### src/rtl/alu_frame_parser_if.sv
// Stream-side bundle of the frame parser: UART byte input, echo byte output,
// ALU operand word output and the error pulse.
interface alu_frame_parser_if;
    logic        valid_i;
    logic [7:0]  data_i;
    logic        ready_o;
    logic        echo_valid_o;
    logic [7:0]  echo_data_o;
    logic        echo_ready_i;
    logic        op_valid_o;
    logic [31:0] op_data_o;
    logic [1:0]  op_code_o;
    logic        op_first_o;
    logic        op_last_o;
    logic        op_ready_i;
    logic        err_o;
    logic [1:0]  err_code_o;

    modport master (
        input  valid_i, data_i, echo_ready_i, op_ready_i,
        output ready_o, echo_valid_o, echo_data_o, op_valid_o, op_data_o,
               op_code_o, op_first_o, op_last_o, err_o, err_code_o
    );

    modport slave (
        output valid_i, data_i, echo_ready_i, op_ready_i,
        input  ready_o, echo_valid_o, echo_data_o, op_valid_o, op_data_o,
               op_code_o, op_first_o, op_last_o, err_o, err_code_o
    );
endinterface

### src/rtl/alu_frame_parser.sv
// Header-decoding byte parser: forwards echo payload, packs arithmetic payload
// into little-endian 32-bit operand words, drains and flags malformed packets.
module alu_frame_parser #(
    parameter int unsigned TimeoutCycles = 0
) (
    input logic                clk_i,
    input logic                reset_i,
    alu_frame_parser_if.master bus
);
    typedef enum logic [2:0] {OPC, RSVD, LEN_LO, LEN_HI, ECHO, OPND, DROP} state_t;

    state_t      state, state_nxt;
    logic [7:0]  opc, len_lo;
    logic [15:0] rem, len, rem_hdr;
    logic [31:0] cnt;
    logic [1:0]  idx, pkt_code, code_q, hdr_err;
    logic [23:0] partial;
    logic        first_word, ready, acc, timeout, opc_arith;

    logic        echo_valid, op_valid, op_first, op_last, err;
    logic [7:0]  echo_data;
    logic [31:0] op_data;
    logic [1:0]  op_code, err_code;

    assign bus.ready_o      = ready;
    assign bus.echo_valid_o = echo_valid;
    assign bus.echo_data_o  = echo_data;
    assign bus.op_valid_o   = op_valid;
    assign bus.op_data_o    = op_data;
    assign bus.op_code_o    = op_code;
    assign bus.op_first_o   = op_first;
    assign bus.op_last_o    = op_last;
    assign bus.err_o        = err;
    assign bus.err_code_o   = err_code;

    always_ff @(posedge clk_i) begin
        if (reset_i) state <= OPC;
        else         state <= state_nxt;
    end

    always_comb begin
        state_nxt = state;
        ready     = 1'b0;
        timeout   = 1'b0;
        hdr_err   = 2'd0;
        pkt_code  = 2'd0;
        opc_arith = 1'b1;
        len       = {bus.data_i, len_lo};
        rem_hdr   = len - 16'd4;
        case (opc)
            8'hAD:   pkt_code = 2'd0;
            8'h88:   pkt_code = 2'd1;
            8'h89:   pkt_code = 2'd2;
            default: opc_arith = 1'b0;
        endcase
        case (state)
            ECHO:    ready = !echo_valid || bus.echo_ready_i;
            OPND:    ready = !op_valid || bus.op_ready_i;
            default: ready = 1'b1;
        endcase
        if (reset_i) ready = 1'b0;
        acc = bus.valid_i && ready;
        if (acc) begin
            case (state)
                OPC:    state_nxt = RSVD;
                RSVD:   state_nxt = LEN_LO;
                LEN_LO: state_nxt = LEN_HI;
                LEN_HI: begin
                    if (len < 16'd4) begin
                        hdr_err   = 2'd2;
                        state_nxt = OPC;
                    end else if (opc == 8'hEC) begin
                        state_nxt = (rem_hdr == 16'd0) ? OPC : ECHO;
                    end else if (opc_arith && rem_hdr[1:0] == 2'd0 && rem_hdr >= 16'd8) begin
                        state_nxt = OPND;
                    end else begin
                        hdr_err   = opc_arith ? 2'd2 : 2'd1;
                        state_nxt = (rem_hdr != 16'd0) ? DROP : OPC;
                    end
                end
                // ECHO, OPND and DROP all finish on the byte that empties rem
                default: if (rem == 16'd1) state_nxt = OPC;
            endcase
        end
        if (TimeoutCycles != 0 && state != OPC && !acc && cnt + 32'd1 == 32'(TimeoutCycles)) begin
            timeout   = 1'b1;
            state_nxt = OPC;
        end
    end

    always_ff @(posedge clk_i) begin
        if (reset_i) begin
            opc        <= 8'd0;
            len_lo     <= 8'd0;
            rem        <= 16'd0;
            cnt        <= 32'd0;
            idx        <= 2'd0;
            partial    <= 24'd0;
            first_word <= 1'b0;
            code_q     <= 2'd0;
            echo_valid <= 1'b0;
            echo_data  <= 8'd0;
            op_valid   <= 1'b0;
            op_data    <= 32'd0;
            op_code    <= 2'd0;
            op_first   <= 1'b0;
            op_last    <= 1'b0;
            err        <= 1'b0;
            err_code   <= 2'd0;
        end else begin
            err      <= 1'b0;
            err_code <= 2'd0;
            if (echo_valid && bus.echo_ready_i) echo_valid <= 1'b0;
            if (op_valid && bus.op_ready_i)     op_valid   <= 1'b0;
            cnt <= (state == OPC || acc) ? 32'd0 : cnt + 32'd1;
            if (acc) begin
                case (state)
                    OPC:    opc    <= bus.data_i;
                    LEN_LO: len_lo <= bus.data_i;
                    LEN_HI: begin
                        rem        <= rem_hdr;
                        idx        <= 2'd0;
                        first_word <= 1'b1;
                        code_q     <= pkt_code;
                        if (hdr_err != 2'd0) begin
                            err      <= 1'b1;
                            err_code <= hdr_err;
                        end
                    end
                    ECHO: begin
                        echo_data  <= bus.data_i;
                        echo_valid <= 1'b1;
                        rem        <= rem - 16'd1;
                    end
                    OPND: begin
                        rem <= rem - 16'd1;
                        idx <= idx + 2'd1;
                        if (idx == 2'd3) begin
                            op_data    <= {bus.data_i, partial};
                            op_valid   <= 1'b1;
                            op_code    <= code_q;
                            op_first   <= first_word;
                            op_last    <= (rem == 16'd1);
                            first_word <= 1'b0;
                        end else begin
                            partial[{idx, 3'b000} +: 8] <= bus.data_i;
                        end
                    end
                    DROP:    rem <= rem - 16'd1;
                    default: ;
                endcase
            end
            // registered outputs already in flight stay put on abort
            if (timeout) begin
                err      <= 1'b1;
                err_code <= 2'd3;
                idx      <= 2'd0;
                partial  <= 24'd0;
            end
        end
    end
endmodule

### src/flat_wrapper.sv
// flat-port wrapper written by rule: the top's interface ports become plain ports
module alu_frame_parser_flat 
#(
    parameter int unsigned TimeoutCycles = 0
)
  (clk_i, reset_i, bus_valid_i, bus_data_i, bus_echo_ready_i, bus_op_ready_i, bus_ready_o, bus_echo_valid_o, bus_echo_data_o, bus_op_valid_o, bus_op_data_o, bus_op_code_o, bus_op_first_o, bus_op_last_o, bus_err_o, bus_err_code_o);
  alu_frame_parser_if bus_i ();
  input logic clk_i;
  input logic reset_i;
  input wire logic [$bits(bus_i.valid_i)-1:0] bus_valid_i;
  input wire logic [$bits(bus_i.data_i)-1:0] bus_data_i;
  input wire logic [$bits(bus_i.echo_ready_i)-1:0] bus_echo_ready_i;
  input wire logic [$bits(bus_i.op_ready_i)-1:0] bus_op_ready_i;
  output wire logic [$bits(bus_i.ready_o)-1:0] bus_ready_o;
  output wire logic [$bits(bus_i.echo_valid_o)-1:0] bus_echo_valid_o;
  output wire logic [$bits(bus_i.echo_data_o)-1:0] bus_echo_data_o;
  output wire logic [$bits(bus_i.op_valid_o)-1:0] bus_op_valid_o;
  output wire logic [$bits(bus_i.op_data_o)-1:0] bus_op_data_o;
  output wire logic [$bits(bus_i.op_code_o)-1:0] bus_op_code_o;
  output wire logic [$bits(bus_i.op_first_o)-1:0] bus_op_first_o;
  output wire logic [$bits(bus_i.op_last_o)-1:0] bus_op_last_o;
  output wire logic [$bits(bus_i.err_o)-1:0] bus_err_o;
  output wire logic [$bits(bus_i.err_code_o)-1:0] bus_err_code_o;
  assign bus_i.valid_i = bus_valid_i;
  assign bus_i.data_i = bus_data_i;
  assign bus_i.echo_ready_i = bus_echo_ready_i;
  assign bus_i.op_ready_i = bus_op_ready_i;
  assign bus_ready_o = bus_i.ready_o;
  assign bus_echo_valid_o = bus_i.echo_valid_o;
  assign bus_echo_data_o = bus_i.echo_data_o;
  assign bus_op_valid_o = bus_i.op_valid_o;
  assign bus_op_data_o = bus_i.op_data_o;
  assign bus_op_code_o = bus_i.op_code_o;
  assign bus_op_first_o = bus_i.op_first_o;
  assign bus_op_last_o = bus_i.op_last_o;
  assign bus_err_o = bus_i.err_o;
  assign bus_err_code_o = bus_i.err_code_o;
  alu_frame_parser #(.TimeoutCycles(TimeoutCycles)) u_core (.clk_i(clk_i), .reset_i(reset_i), .bus(bus_i));
endmodule
### config.mk
export PLATFORM = sky130hd
export DESIGN_NAME = alu_frame_parser_flat
export DESIGN_NICKNAME = d
export VERILOG_FILES = /design/src/rtl/alu_frame_parser_if.sv /design/src/rtl/alu_frame_parser.sv /design/src/flat_wrapper.sv
export SDC_FILE = /design/constraint.sdc
export NUM_CORES = 1
export LEC_CHECK = 0
export ABC_AREA = 1
export CORE_MARGIN = 2
export CORE_UTILIZATION = 50
export DETAILED_ROUTE_END_ITERATION = 8
export PLACE_DENSITY = 0.81
export SLEW_MARGIN = 40
export SYNTH_ARGS = -nofsm -noshare
export SYNTH_HDL_FRONTEND = slang
export SYNTH_SLANG_ARGS = --single-unit
### constraint.sdc
create_clock -name clk_i -period 2 [get_ports clk_i]
set_clock_uncertainty 0.2 [all_clocks]
set_input_delay 0.2 -clock clk_i [delete_from_list [all_inputs] [get_ports clk_i]]
set_output_delay 0.2 -clock clk_i [all_outputs]
set_load 0.005 [all_outputs]
==> impl_metrics.ini <==
[place]
place_inst = 952
dp_hpwl_mm = 10.88
io_buffers = 62
dpl-instance-area_um2 = 6387
gp_congestion = 0.9466

[status]
failed_checks = negative setup slack
status = finished with violations

[synthesis]
syn_inst = 711
yosysSeqAreaShare_pct = 44.08
synth_most_common_cell = nor2_1
netlist.area_leader.share_pct = 44.08
yosys_warnings = 0
yosys.area.top_type = dfxtp_1
ys_types = 36
yosys-top-cells-count = nor2_1, dfxtp_1, a21oi_1, nand2_1, o21ai_0
synthFlopType = dfxtp_1
synth.top_cells.by_area = dfxtp_1, nor2_1, a21oi_1, nand2_1, o21ai_0
avgSynthCellArea_um2 = 7.219
synth_area_um2 = 5132
ys_seq_elements = 113
synthArstFlopShare_pct = 0
synth_edf_count = 0
synth_nets = 734

[global_routing]
grt_pass1_vias = 5445
overflow = 0
grt_first_pass_wirelength_mm = 27.05
grt_usage_pct = 31.03
antenna_found_initial = 0
grt_max_degree = 60

[pwr]
switching_share_pct = 24.31
power.share.sequential_pct = 39.0
power.switching_mw = 1.419
comb_power_share_pct = 7.0
ir_worst_vdd_uv = 538.8
total_power_mw = 5.837
p_int_mw = 4.418
p_leak_nw = 3.334
p_clk_share_pct = 54.0
power.density_nw_per_um2 = 744.8

[sta]
fin_crit_ps = 2153
fin_ws_ps = -152.7
fmax_ghz = 0.4645
rsz0062_at_grt = true
finalSetupTns_ps = -2494
tightest_slew_ps = 614.4
drv_slew = 0
report.final.hold_viol_count = 0
finalCritPeriodShare_pct = 107.6
max-slew-margin-rel_pct = 59.04
finalSetupViolCount = 48
hold_ws_ps = 234.3

[route]
firstDrtPassIters = 5
wire_per_inst_um = 18.27
vias = 5752
viasPerCell = 5.673
first_iter_violations = 496
ant_nets = 0
routed_wl_mm = 18.53
drc = 0

[clock_network]
clkTransAtPathRegs_ps = 60
root_buffer = clkbuf_8
clock_latency_ps = 530
cts.sinks = 113
cts-buffers-inserted = 17
cts_max_path_buffers = 2
cts_tree = done
htree_num_levels = 4

[setup_path]
rrSetupSlack_ps = -150
rr_startpoint = u_core.state[1]
crit_fanout = 6
cp-end-kind = flop
setup.worst_path.start = u_core.state[1]
r2r_cells = 14
required_ps = 2250
timing.rr.end = u_core.bus.op_data_o[3]
start_kind = flop
cp.arrival_ps = 2410
criticalPathCategory = flop to flop

[die]
die_w_um = 105.3
core-area_um2 = 9864
start_util_pct = 52.03
die_area_um2 = 11090
rows = 36
io_pins = 63
die_h_um = 105.3

[final_layout]
drive_gt1_share_pct = 29.74
area_growth_pct = 52.68
nFillCells = 587
antenna_cells = 0
finalNonFillerCells = 1014
fin_area_um2 = 7836
final_net_count = 891

[flow_run]
max_cap_violations = 0

[worst_hold_path]
hold_path.class = primary input to flop
hold_end = u_core.bus.op_valid_o
hp-start = bus_op_ready_i
whs_path_depth = 4
==> layer usage <==
metal	routed length, um	vias to the layer above	track usage [%]	part of all wire (%)
met5	0	-	0	0
met4	597	0	14.86	3.2
met3	1266	63	5.937	6.8
met2	9353	251	51.66	50
met1	7312	2768	38.53	39
li1	-	2670	-	-
==> registers in the layout, indices dropped and copies added (netlist names) <==
signal and flops:
u_core.idx 2, u_core.partial 24, u_core.state 3, u_core.opc 8
u_core.bus.echo_data_o 8, u_core.code_q 2, u_core.bus.op_valid_o 1, u_core.bus.err_o 1
u_core.len_lo 8, u_core.bus.err_code_o 2, u_core.bus.op_data_o 32, u_core.bus.op_last_o 1
u_core.bus.op_code_o 2, u_core.rem 16, u_core.bus.echo_valid_o 1, u_core.bus.op_first_o 1
u_core.first_word 1
==> stage by stage <==
stage,util [%],setup slack [ps]
2_1_floorplan,-,0.6999
3_5_place_dp,64.75,-444.0
3_3_place_gp,64.75,-355.0
4_1_cts,74.91,-60.19
6_report,79.44,-152.7
5_1_grt,79.44,-207.3
==> how the worst max path moves through the flow <==
stage                     cells past startpoint  slack [ps]                 endpoint
final                                        14        -150  u_core.bus.op_data_o[3]
after CTS                                     9         -60              bus_ready_o
after global routing                         13        -210  u_core.bus.op_data_o[3]
after global placement                       15        -350          u_core.state[2]
after floorplan                              15         0.7         u_core.bus.err_o
after detailed placement                     13        -440          u_core.state[2]
==> placed cells by master (no fill, tap or decap), types with 9 or more instances in the layout <==
cell type        synthesis  final
nand4_1                 21     21
ha_1                    10      9
a21oi_2                  0     17
clkbuf_16                0     18
a21oi_1                 95     78
nand2_4                  2      9
nor2_2                   3     18
o21ai_1                  6     29
o21ai_0                 70     42
buf_6                    2     13
clkdlybuf4s50_1          0     61
buf_4                    1     87
dfxtp_1                113    103
inv_2                    9     11
nand2_1                 95     82
inv_1                   53     45
nor2_1                 132    106
nand3_1                 22     17
nor2_4                   2     13
nand2_2                  6     11
==> worst max-delay path, stage by stage (launching register included) <==
cell,delay (ps)
dfxtp_2,330
inv_2,80
nand2_4,60
nor2_4,110
nand2_2,60
nand2_2,90
nand2_4,80
nor2_8,180
nand2_4,80
nor2_4,130
buf_12,150
buf_12,110
buf_16,120
o21ai_0,110
a21oi_1,190
==> power groups by stage <==
stage | Clock [mW] | Sequential [mW] | Combinational (mW)
detailed placement | 0 | 2.32 | 0.319
floorplan | 0 | 2.32 | 0.158
global route | 3.27 | 2.28 | 0.432
finish | 3.15 | 2.28 | 0.407
global placement | 0 | 2.32 | 0.313
CTS | 3.16 | 2.28 | 0.353
==> cell families (layout without fill, tap and decap cells) <==
group,count (synthesis),after routing,synth area share [%]
adders and majority gates,10,10,2.438
AOI/OAI and AO/OA,186,186,18.92
xor gates and xnor gates,12,12,2.048
buffers and inverters,97,267,7.752
and+or+nand+nor,293,293,24.77
DFF,113,113,44.08
==> layout make-up <==
class	count	area, um^2	share of cell area (%)
inverters	63	264.0	3.369
clock inverters	13	175.2	2.235
flip-flops and latches	113	2282	29.12
multi-input cells	501	2864	36.55
clock buffers	19	441.7	5.636
well taps	133	166.4	2.124
repair buffers	172	1643	20.96
==> repair_timing <==
item                       CTS  global route
pin swaps                   26            33
resized for setup           72           107
setup endpoints to repair   19           107
setup buffers               13            14
hold buffers                 0             0
cloned                       2             2
Power figures use the tool's default switching activity.
